File: config.mk
export PLATFORM = sky130hd
export DESIGN_NAME = wb_io_arbiter
export DESIGN_NICKNAME = d
export VERILOG_FILES = /design/src/rtl/wb_io_pkg.sv /design/src/rtl/wb_arb_watchdog.sv /design/src/rtl/wb_io_arbiter.sv
export SDC_FILE = /design/constraint.sdc
export NUM_CORES = 1
export LEC_CHECK = 0
export ABC_CLOCK_PERIOD_IN_PS = 6930
export BUFFER_PORTS_ARGS = -buffer_cell sky130_fd_sc_hd__clkbuf_2
export CORE_AREA = 2 2 119 121
export DETAILED_ROUTE_END_ITERATION = 6
export DIE_AREA = 0 0 121 123
export GPL_ROUTABILITY_DRIVEN = 0
export REMOVE_ABC_BUFFERS = 1
export SYNTH_ARGS = -nofsm -noshare
export SYNTH_HDL_FRONTEND = slang
export SYNTH_SLANG_ARGS = --single-unit
export TNS_END_PERCENT = 10
File: constraint.sdc
create_clock -name i_clk -period 6.93 [get_ports i_clk]
set_input_delay 0.693 -clock i_clk [delete_from_list [all_inputs] [get_ports i_clk]]
set_output_delay 0.693 -clock i_clk [all_outputs]
set_load 0.01 [all_outputs]
File: src/rtl/wb_io_pkg.sv
// Shared definitions for the Wishbone I/O arbiter slice.
//   arb_state_e : arbiter FSM states
//   M0 / M1     : master indices (CPU data port / debug-DMA port)
//   WB_DW/WB_AW : Wishbone data and address widths
package wb_io_pkg;

    typedef enum logic [1:0] {
        IDLE   = 2'd0,
        GRANT0 = 2'd1,
        GRANT1 = 2'd2,
        ABORT  = 2'd3
    } arb_state_e;

    localparam int M0    = 0;
    localparam int M1    = 1;
    localparam int WB_DW = 32;
    localparam int WB_AW = 32;

endpackage

File: src/rtl/wb_arb_watchdog.sv
// Outstanding-strobe tracker and ack-timeout watchdog for the I/O arbiter.
// Ports:
//   i_clk, i_reset        : clock, synchronous active-high reset
//   i_accept              : a strobe was accepted by the peripheral this cycle
//   i_ack                 : raw ack from the peripheral (already gated by grant)
//   i_clear               : drop all tracking (release, abort, no grant)
//   o_ack_valid           : ack that matches an outstanding or same-cycle strobe
//   o_outstanding_zero    : nothing outstanding
//   o_outstanding_full    : counter saturated and no ack draining it this cycle
//   o_timeout             : watchdog expired with no ack this cycle
module wb_arb_watchdog #(
    parameter int TIMEOUT_CYCLES = 255,
    parameter int OUTST_W        = 4
) (
    input  logic i_clk,
    input  logic i_reset,
    input  logic i_accept,
    input  logic i_ack,
    input  logic i_clear,
    output logic o_ack_valid,
    output logic o_outstanding_zero,
    output logic o_outstanding_full,
    output logic o_timeout
);

    localparam int                WD_W     = $clog2(TIMEOUT_CYCLES + 1);
    localparam logic [OUTST_W-1:0] OUTST_MAX = {OUTST_W{1'b1}};
    localparam logic [WD_W-1:0]    WD_LIMIT  = WD_W'(TIMEOUT_CYCLES);

    logic [OUTST_W-1:0] outst_q, outst_d;
    logic [WD_W-1:0]    wdog_q, wdog_d;

    assign o_outstanding_zero = (outst_q == '0);

    // A slave that acks combinationally answers the strobe it is accepting
    // right now, so an ack is legal either with something outstanding or
    // alongside a same-cycle accept. Any other ack is a stray and is dropped.
    assign o_ack_valid = i_ack & (!o_outstanding_zero | i_accept);

    // An ack at saturation frees a slot in the same cycle. Only the raw ack is
    // used here: at saturation the count is non-zero so every ack is valid,
    // and it keeps full -> stb -> accept -> ack_valid free of a loop.
    assign o_outstanding_full = (outst_q == OUTST_MAX) & !i_ack;

    // An ack arriving on the expiry cycle wins; err and ack never coincide.
    assign o_timeout = (wdog_q == WD_LIMIT) & !o_ack_valid;

    // NOTE: every always_comb target gets a default first so no path leaves it
    // unassigned; otherwise synthesis infers a latch.
    always_comb begin
        outst_d = outst_q;
        wdog_d  = wdog_q;

        if (i_clear) begin
            outst_d = '0;
        end else begin
            case ({i_accept, o_ack_valid})
                2'b10:   outst_d = outst_q + OUTST_W'(1);
                2'b01:   outst_d = outst_q - OUTST_W'(1);
                default: outst_d = outst_q;
            endcase
        end

        // Watchdog measures silence: any bus progress restarts it.
        if (i_clear || i_accept || o_ack_valid || o_outstanding_zero) begin
            wdog_d = '0;
        end else if (wdog_q != WD_LIMIT) begin
            wdog_d = wdog_q + WD_W'(1);
        end
    end

    // NOTE: sequential state uses non-blocking assignments so every flop
    // samples the pre-edge value regardless of statement order.
    always_ff @(posedge i_clk) begin
        if (i_reset) begin
            outst_q <= '0;
            wdog_q  <= '0;
        end else begin
            outst_q <= outst_d;
            wdog_q  <= wdog_d;
        end
    end

endmodule

File: src/rtl/wb_io_arbiter.sv
// Round-robin arbiter letting two pipelined Wishbone masters share one I/O
// peripheral bus. Master 0 is the CPU data port, master 1 the debug/DMA port.
// A watchdog turns a silent peripheral into a one-cycle err to the granted
// master followed by a one-cycle bus abort.
// Ports:
//   i_clk, i_reset              : clock, synchronous active-high reset
//   i_mN_wb_*  (N = 0, 1)       : master N request (cycle, stb, we, addr, data)
//   o_mN_wb_*                   : master N response (stall, ack, err, data)
//   o_wb_*                      : request to the peripheral bus
//   i_wb_stall/ack/data         : response from the peripheral bus
module wb_io_arbiter
    import wb_io_pkg::*;
#(
    parameter int TIMEOUT_CYCLES = 255,
    parameter int OUTST_W        = 4
) (
    input  logic             i_clk,
    input  logic             i_reset,

    input  logic             i_m0_wb_cycle,
    input  logic             i_m0_wb_stb,
    input  logic             i_m0_wb_we,
    input  logic [WB_AW-1:0] i_m0_wb_addr,
    input  logic [WB_DW-1:0] i_m0_wb_data,
    output logic             o_m0_wb_stall,
    output logic             o_m0_wb_ack,
    output logic             o_m0_wb_err,
    output logic [WB_DW-1:0] o_m0_wb_data,

    input  logic             i_m1_wb_cycle,
    input  logic             i_m1_wb_stb,
    input  logic             i_m1_wb_we,
    input  logic [WB_AW-1:0] i_m1_wb_addr,
    input  logic [WB_DW-1:0] i_m1_wb_data,
    output logic             o_m1_wb_stall,
    output logic             o_m1_wb_ack,
    output logic             o_m1_wb_err,
    output logic [WB_DW-1:0] o_m1_wb_data,

    output logic             o_wb_cycle,
    output logic             o_wb_stb,
    output logic             o_wb_we,
    output logic [WB_AW-1:0] o_wb_addr,
    output logic [WB_DW-1:0] o_wb_data,
    input  logic             i_wb_stall,
    input  logic             i_wb_ack,
    input  logic [WB_DW-1:0] i_wb_data
);

    arb_state_e state_q, state_d;
    logic       last_grant_q, last_grant_d;

    logic             gnt0, gnt1, granted;
    logic             sel_cycle, sel_stb, sel_we;
    logic [WB_AW-1:0] sel_addr;
    logic [WB_DW-1:0] sel_data;
    logic             accept, ack_raw, ack_valid, release_cyc, clear;
    logic             outst_zero, outst_full, timeout;

    assign gnt0    = (state_q == GRANT0);
    assign gnt1    = (state_q == GRANT1);
    assign granted = gnt0 | gnt1;

    // Request mux from the granted master (master 0 when idle; gated below).
    assign sel_cycle = gnt1 ? i_m1_wb_cycle : i_m0_wb_cycle;
    assign sel_stb   = gnt1 ? i_m1_wb_stb   : i_m0_wb_stb;
    assign sel_we    = gnt1 ? i_m1_wb_we    : i_m0_wb_we;
    assign sel_addr  = gnt1 ? i_m1_wb_addr  : i_m0_wb_addr;
    assign sel_data  = gnt1 ? i_m1_wb_data  : i_m0_wb_data;

    assign o_wb_cycle = granted;
    assign o_wb_stb   = granted & sel_cycle & sel_stb & !outst_full;
    assign o_wb_we    = granted & sel_we;
    assign o_wb_addr  = granted ? sel_addr : '0;
    assign o_wb_data  = granted ? sel_data : '0;

    assign accept      = o_wb_stb & !i_wb_stall;
    assign ack_raw     = granted & i_wb_ack;
    assign release_cyc = granted & !sel_cycle;
    assign clear       = !granted | release_cyc | timeout;

    assign o_m0_wb_stall = !gnt0 | i_wb_stall | outst_full;
    assign o_m0_wb_ack   = gnt0 & ack_valid;
    assign o_m0_wb_err   = gnt0 & timeout;
    assign o_m0_wb_data  = gnt0 ? i_wb_data : '0;

    assign o_m1_wb_stall = !gnt1 | i_wb_stall | outst_full;
    assign o_m1_wb_ack   = gnt1 & ack_valid;
    assign o_m1_wb_err   = gnt1 & timeout;
    assign o_m1_wb_data  = gnt1 ? i_wb_data : '0;

    wb_arb_watchdog #(
        .TIMEOUT_CYCLES (TIMEOUT_CYCLES),
        .OUTST_W        (OUTST_W)
    ) u_watchdog (
        .i_clk              (i_clk),
        .i_reset            (i_reset),
        .i_accept           (accept),
        .i_ack              (ack_raw),
        .i_clear            (clear),
        .o_ack_valid        (ack_valid),
        .o_outstanding_zero (outst_zero),
        .o_outstanding_full (outst_full),
        .o_timeout          (timeout)
    );

    always_comb begin
        state_d      = state_q;
        last_grant_d = last_grant_q;

        case (state_q)
            IDLE: begin
                // On contention the master that did not hold the bus last wins.
                if (i_m0_wb_cycle && (!i_m1_wb_cycle || last_grant_q == 1'(M1))) begin
                    state_d = GRANT0;
                end else if (i_m1_wb_cycle) begin
                    state_d = GRANT1;
                end
            end
            GRANT0: begin
                if (timeout) begin
                    state_d      = ABORT;
                    last_grant_d = 1'(M0);
                end else if (!i_m0_wb_cycle) begin
                    state_d      = i_m1_wb_cycle ? GRANT1 : IDLE;
                    last_grant_d = 1'(M0);
                end
            end
            GRANT1: begin
                if (timeout) begin
                    state_d      = ABORT;
                    last_grant_d = 1'(M1);
                end else if (!i_m1_wb_cycle) begin
                    state_d      = i_m0_wb_cycle ? GRANT0 : IDLE;
                    last_grant_d = 1'(M1);
                end
            end
            default: begin
                // ABORT: one cycle with the bus dropped, then re-arbitrate.
                state_d = IDLE;
            end
        endcase
    end

    always_ff @(posedge i_clk) begin
        if (i_reset) begin
            state_q      <= IDLE;
            last_grant_q <= 1'(M1);
        end else begin
            state_q      <= state_d;
            last_grant_q <= last_grant_d;
        end
    end

endmodule

## Yosys cells after proc, flatten, opt, wreduce, memory -nomap -nowiden

Index checks and enable logic that the tools add are counted.
Widths: inputs -> output; s select.

- Memory bits (read-only): 0
- Word-level logic and storage cells: 86
- Memory bits (writable): 0
- Bits in latches: 0
- Memories kept: 0
- Register bits after elaboration: 15
- Output and inout bits: 137

- Reductions and logical operators: 23
- Bitwise logic cells: 22
- Divide/modulo/power cells: 0
- Shift-type cells: 0
- Equal/unequal tests: 10
- Mux-type cells: 24
- Multiply operators: 0
- Add/sub/neg operators: 3
- Order comparisons: 0

Operators with widths:

| operator | number |
|---|---|
| $mux 32 | 6 |
| $and 1x1->1 | 14 |
| $mux 2 | 7 |
| $logic_not 1->1 | 10 |
| $add 8x1->8 const B | 1 |
| $eq 8x8->1 const B | 1 |
| $mux 1 | 8 |
| $ne 8x8->1 const B | 1 |
| $or 1x1->1 | 8 |
| $pmux 4 s2 | 1 |
| $ne 3x2->1 const B | 2 |
| $pmux 2 s3 | 1 |
| $reduce_and 3->1 | 2 |
| $add 4x1->4 const B | 1 |
| $eq 2x1->1 const B | 2 |
| $eq 2x2->1 const B | 2 |
| $eq 4x4->1 const B | 1 |
| $logic_not 4->1 | 1 |
| $logic_or 1x1->1 | 4 |
| $reduce_bool 2->1 | 2 |
| $reduce_or 2->1 | 2 |
| $sub 4x1->4 const B | 1 |
| $ne 3x3->1 const B | 1 |
| $logic_not 2->1 | 1 |
| 2 further kinds | 2 |

## Longest topological paths before layout

- Depth in word-level cells: 17
- Gate-level depth with buffers: 14
- Mapped depth without buffers: 13

## Hierarchy

From an unflattened synthesis, not the netlist that was laid out.

- Cells, all modules: 337
- Area total of the unflattened synthesis: 2617.5 um^2

By module, submodules not included:

| module | area each (um^2) | cells each | sequential area each (um^2) | instances |
|---|---|---|---|---|
| wb_io_arbiter | 1933.1 | 262 | 60.1 | 1 |
| wb_arb_watchdog | 684.4 | 75 | 240.2 | 1 |

## Least setup slack after synthesis

OpenSTA, ideal clock, no wires.

- Kind: register to register
- Start point: register state_q[0]
- End point: register u_watchdog.outst_q[2]
- Cell stages (with the launch flop): 14
- Setup slack: 3.835 ns
- Setup time: 0.070 ns
- Arrival: 3.024 ns
- Path buffers: 1
- Required time: 6.860 ns
- Cell sequence: dfxtp_1 -> inv_1 -> ha_1 -> clkbuf_1 -> nand2_1 -> or4_4 -> ha_1 -> xor2_1 -> ha_1 -> nor2_1 -> nand4_1 -> a211o_1 -> a21o_1 -> a21oi_1

- Word-level cells in the longest chain between the ends: 14
- Elaborated cells between the ends (all ways): 27
- Classes of those cells: eq/ne: 4; mux: 3; bitwise: 13; reduce/logical: 7

Ends and longest elaborated chain:

| item | line | text |
|---|---|---|
| start: declaration | wb_io_arbiter.sv:50 | `arb_state_e state_q, state_d;` |
| start signal: assignment | wb_io_arbiter.sv:150 | `state_q <= state_d;` |
| $eq 2x1->1 or $eq 2x2->1 (tied branches) | wb_io_arbiter.sv:60, wb_io_arbiter.sv:61 |  |
| $or 1x1->1 * | wb_io_arbiter.sv:62 | `assign granted = gnt0 \| gnt1;` |
| via o_wb_cycle | wb_io_arbiter.sv:40 | `output logic o_wb_cycle,` |
| $and 1x1->1 | wb_io_arbiter.sv:78 | `assign ack_raw = granted & i_wb_ack;` |
| $logic_not 1->1 | wb_arb_watchdog.sv:43 | `assign o_outstanding_full = (outst_q == OUTST_MAX) & !i_ack;` |
| $and 1x1->1 | wb_arb_watchdog.sv:43 |  |
| $logic_not 1->1 | wb_io_arbiter.sv:72 | `assign o_wb_stb = granted & sel_cycle & sel_stb & !outst_full;` |
| $and 1x1->1 | wb_io_arbiter.sv:72 |  |
| $and 1x1->1 | wb_io_arbiter.sv:77 | `assign accept = o_wb_stb & !i_wb_stall;` |
| $or 1x1->1 | wb_arb_watchdog.sv:38 | `assign o_ack_valid = i_ack & (!o_outstanding_zero \| i_accept);` |
| $and 1x1->1 | wb_arb_watchdog.sv:38 |  |
| $logic_not 1->1 | wb_arb_watchdog.sv:46 | `assign o_timeout = (wdog_q == WD_LIMIT) & !o_ack_valid;` |
| $and 1x1->1 | wb_arb_watchdog.sv:46 |  |
| $or 1x1->1 | wb_io_arbiter.sv:80 | `assign clear = !granted \| release_cyc \| timeout;` |
| $reduce_or 2->1 (no line) | - |  |
| end signal: assignment | wb_arb_watchdog.sv:79 | `outst_q <= outst_d;` |
| end: declaration | wb_arb_watchdog.sv:30 | `logic [OUTST_W-1:0] outst_q, outst_d;` |

Mark *: on every way through the listed nets, which the timed path passes. The rest lies on a longest branch.
A chain may end at the register's enable or synchronous reset.

## Worst setup path in the final report

- Start point: register state_q[0]
- End point: register u_watchdog.outst_q[2]

- Word-level cells in the longest chain between the ends: 14
- Elaborated cells between the ends (all ways): 27
- Classes of those cells: eq/ne: 4; mux: 3; bitwise: 13; reduce/logical: 7

Ends and longest elaborated chain:

| item | line | text |
|---|---|---|
| $eq 2x2->1 * | wb_io_arbiter.sv:61 | `assign gnt1 = (state_q == GRANT1);` |
| via gnt1 | wb_io_arbiter.sv:53 | `logic gnt0, gnt1, granted;` |
| $or 1x1->1 | wb_io_arbiter.sv:62 |  |
| $and 1x1->1 | wb_io_arbiter.sv:78 |  |
| $logic_not 1->1 | wb_arb_watchdog.sv:43 |  |
| $and 1x1->1 | wb_arb_watchdog.sv:43 |  |
| $logic_not 1->1 | wb_io_arbiter.sv:72 |  |
| $and 1x1->1 | wb_io_arbiter.sv:72 |  |
| $and 1x1->1 | wb_io_arbiter.sv:77 |  |
| $or 1x1->1 | wb_arb_watchdog.sv:38 |  |
| $and 1x1->1 | wb_arb_watchdog.sv:38 |  |
| $logic_not 1->1 | wb_arb_watchdog.sv:46 |  |
| $and 1x1->1 | wb_arb_watchdog.sv:46 |  |
| $or 1x1->1 | wb_io_arbiter.sv:80 |  |
| $reduce_or 2->1 (no line) | - |  |

Marks and branches as above.

==> flow_metrics.tcl <==
set metrics [dict create \
    status "finished, final reports clean" \
    cp_max_fo 48 \
    rows 43 \
    wl_per_cell_um 14.5 \
    setup_viol 0 \
    fin_crit_sh 0.553 \
    hp-start "u_watchdog.wdog_q[6]" \
    routed_wl_um 11900 \
    synth_top_area_share 0.279 \
    fin_nets 820 \
    synth.ff_latch_count 15 \
    ys_types 42 \
    cts.htree.levels 1 \
    max-cap-violations 0 \
    p_clk_frac 0.104 \
    cp-end-kind "flip-flop" \
    postCtsSetupBuffers 0 \
    regToRegStartpoint "state_q[0]" \
    netSwitchingPower_uw 576 \
    worst_hold_path.num_cells 1 \
    cts_sinks 15 \
    tightest_slew_ns 0.968 \
    ys.warnings.count 0 \
    holdWs_ns 0.495 \
    critPathLaunchType "flip-flop" \
    synth.most_common_cell "nor2_1" \
    rsz0062_at_grt "no" \
    swShare 0.519 \
    seq_area_frac_synth 0.120 \
    drtPass1Iterations 4 \
    reg2reg_setup_slack_ns 3.10 \
    synthTopCellsByCount "nor2_1, mux2i_1, and2_1" \
    layout-drive-gt1-share 0.501 \
    finClkSkew_ns 0.00676 \
    antenna_left 0 \
    ctsResizeCount 0 \
    p_per_area_nw_per_um2 260 \
    core_um2 13600 \
    dpl.hpwl_um 10500 \
    seq_power_share 0.090 \
    antenna_cells 0 \
    cts.hold.buffers_added 0 \
    grt_pass1_vias 3116 \
    cts_tree "done" \
    drt-vias-per-instance 4.27 \
    fin_total_pwr_uw 1110 \
    synth_ff_type "dfxtp_1" \
    r2r_end "u_watchdog.outst_q[2]" \
    fp.dieW_um 121 \
    synth_edf_count 0 \
    p_leak_uw 0.00232 \
    internal_power_uw 535 \
    cp.required_ns 7.11 \
    power.share.combinational 0.806 \
    grt_max_degree 66 \
    yosys.area.top_type "mux2i_1" \
    antenna_found_initial 0 \
    grt_pass1_wl_um 17100 \
    crit_arrival_ns 4.01 \
    slew_viol_final 0 \
    avgSynthCellArea_um2 7.11 \
    die-area_um2 14900 \
    port-buffer-count 306 \
    clock_path_buffers 2 \
    max_freq_mhz 261 \
    ir_drop_uv 97.1 \
    initial_utilization 0.184 \
    fin_crit_ns 3.83 \
    drtIter0Drc 122 \
    final_util 0.314 \
    syn_area_um2 2510 \
    tns_ns 0 \
    slew_headroom 0.354 \
    pin_count 307 \
    hold_viol 0 \
    cts_root_buf "clkbuf_16" \
    numCtsBuffers 3 \
    dieHeight_um 123 \
    synthToLayoutAreaGrowth_pct 70.2 \
    yosys-top-cells-area "mux2i_1, and2_1, nor2_1" \
    clk_pin_slew_ns 0.05 \
    ys_async_sr_fraction 0 \
    synth_cells 353 \
    via_count 3508 \
    post-route-drc-count 0 \
    hp-class "reg -> reg" \
    grt_usage 0.148 \
    clock_latency_ns 0.25 \
    overflow 0 \
    worstSetupPathType "reg -> reg" \
    hold_path_end "u_watchdog.wdog_q[6]" \
    rr_worst_depth 14 \
]
==> power by group through the flow <==
| stage | Combinational (uW) | Clock, uW | Sequential, uW |
|---|---|---|---|
| 4_1_cts | 917 | 118 | 100 |
| 6_report | 896 | 115 | 100 |
| 3_5_place_dp | 915 | 0 | 102 |
| 3_3_place_gp | 915 | 0 | 101 |
| 5_1_grt | 984 | 122 | 101 |
| 2_1_floorplan | 545 | 0 | 99.8 |
==> stage by stage <==
stage | setup slack [ns] | area (um2) | cells
floorplan | 1.94 | 2410 | 329
global placement | 3.15 | 4190 | 817
detailed placement | 3.09 | 4190 | 817
CTS | 3.07 | 4270 | 821
global route | 2.74 | 4270 | 821
finish | 3.10 | 4270 | 821
==> critical path, cell delays in order, from the launching register on <==
cell and delay (ns):
dfxtp_1 0.34, inv_1 0.14, ha_4 0.43, buf_4 0.70, mux2_4 0.31, nand4_1 0.10, a21oi_1 0.29, ha_1 0.29
xor2_1 0.09, ha_1 0.22, nor2_1 0.09, nand4_1 0.13, a211o_1 0.30, a21o_1 0.18, a21oi_1 0.12
==> routing by layer <==
metal,share of wire,GRT usage
met1,0.40,0.175
met2,0.51,0.283
met3,0.077,0.0235
met4,0.016,0.0269
met5,0,0
==> flip-flops by register name, summed over array words and instances (netlist names) <==
register            count
u_watchdog.wdog_q       8
u_watchdog.outst_q      4
state_q                 2
last_grant_q            1
==> placed cells by master (no fill, tap or decap), types with 2 or more instances in the layout <==
master,count
clkbuf_2,306
nor2_1,84
mux2i_1,70
and2_1,69
dfxtp_1,15
nand2_1,11
nand3_1,9
ha_1,7
inv_1,6
nand4_1,6
and3_1,5
xor2_1,4
a21oi_1,4
a211oi_1,4
mux2_4,3
clkbuf_16,3
and4_1,2
nor3_1,2
nand2b_1,2
o21ai_0,2
a31oi_1,2
a21o_1,2
buf_4,2
==> layout make-up <==
class | instances | area (um2)
clock inverters | 1 | 5.00
fillers | 1507 | 9340
well taps | 180 | 225
multi-input cells | 307 | 2090
inverters | 7 | 26.3
flip-flops and latches | 15 | 300
repair buffers | 308 | 1550
clock buffers | 3 | 75.1
==> how the worst max path moves through the flow <==
stage | slack (ns) | end | start
floorplan | 1.94 | u_watchdog.outst_q[2] | state_q[0]
global placement | 3.15 | u_watchdog.outst_q[2] | state_q[0]
detailed placement | 3.09 | u_watchdog.outst_q[2] | state_q[0]
CTS | 3.07 | u_watchdog.outst_q[2] | state_q[0]
global route | 2.74 | u_watchdog.outst_q[2] | state_q[0]
finish | 3.10 | u_watchdog.outst_q[2] | state_q[0]
==> cells by family after synthesis <==
| family | synth area share |
|---|---|
| xor gates and xnor gates | 0.0175 |
| muxes | 0.297 |
| DFF | 0.120 |
| adders and majority gates | 0.0399 |
| AOI/OAI and AO/OA | 0.0798 |
| and+or+nand+nor | 0.395 |
| buffers and inverters | 0.0514 |
Note: power is estimated with default switching activity, not from simulation.
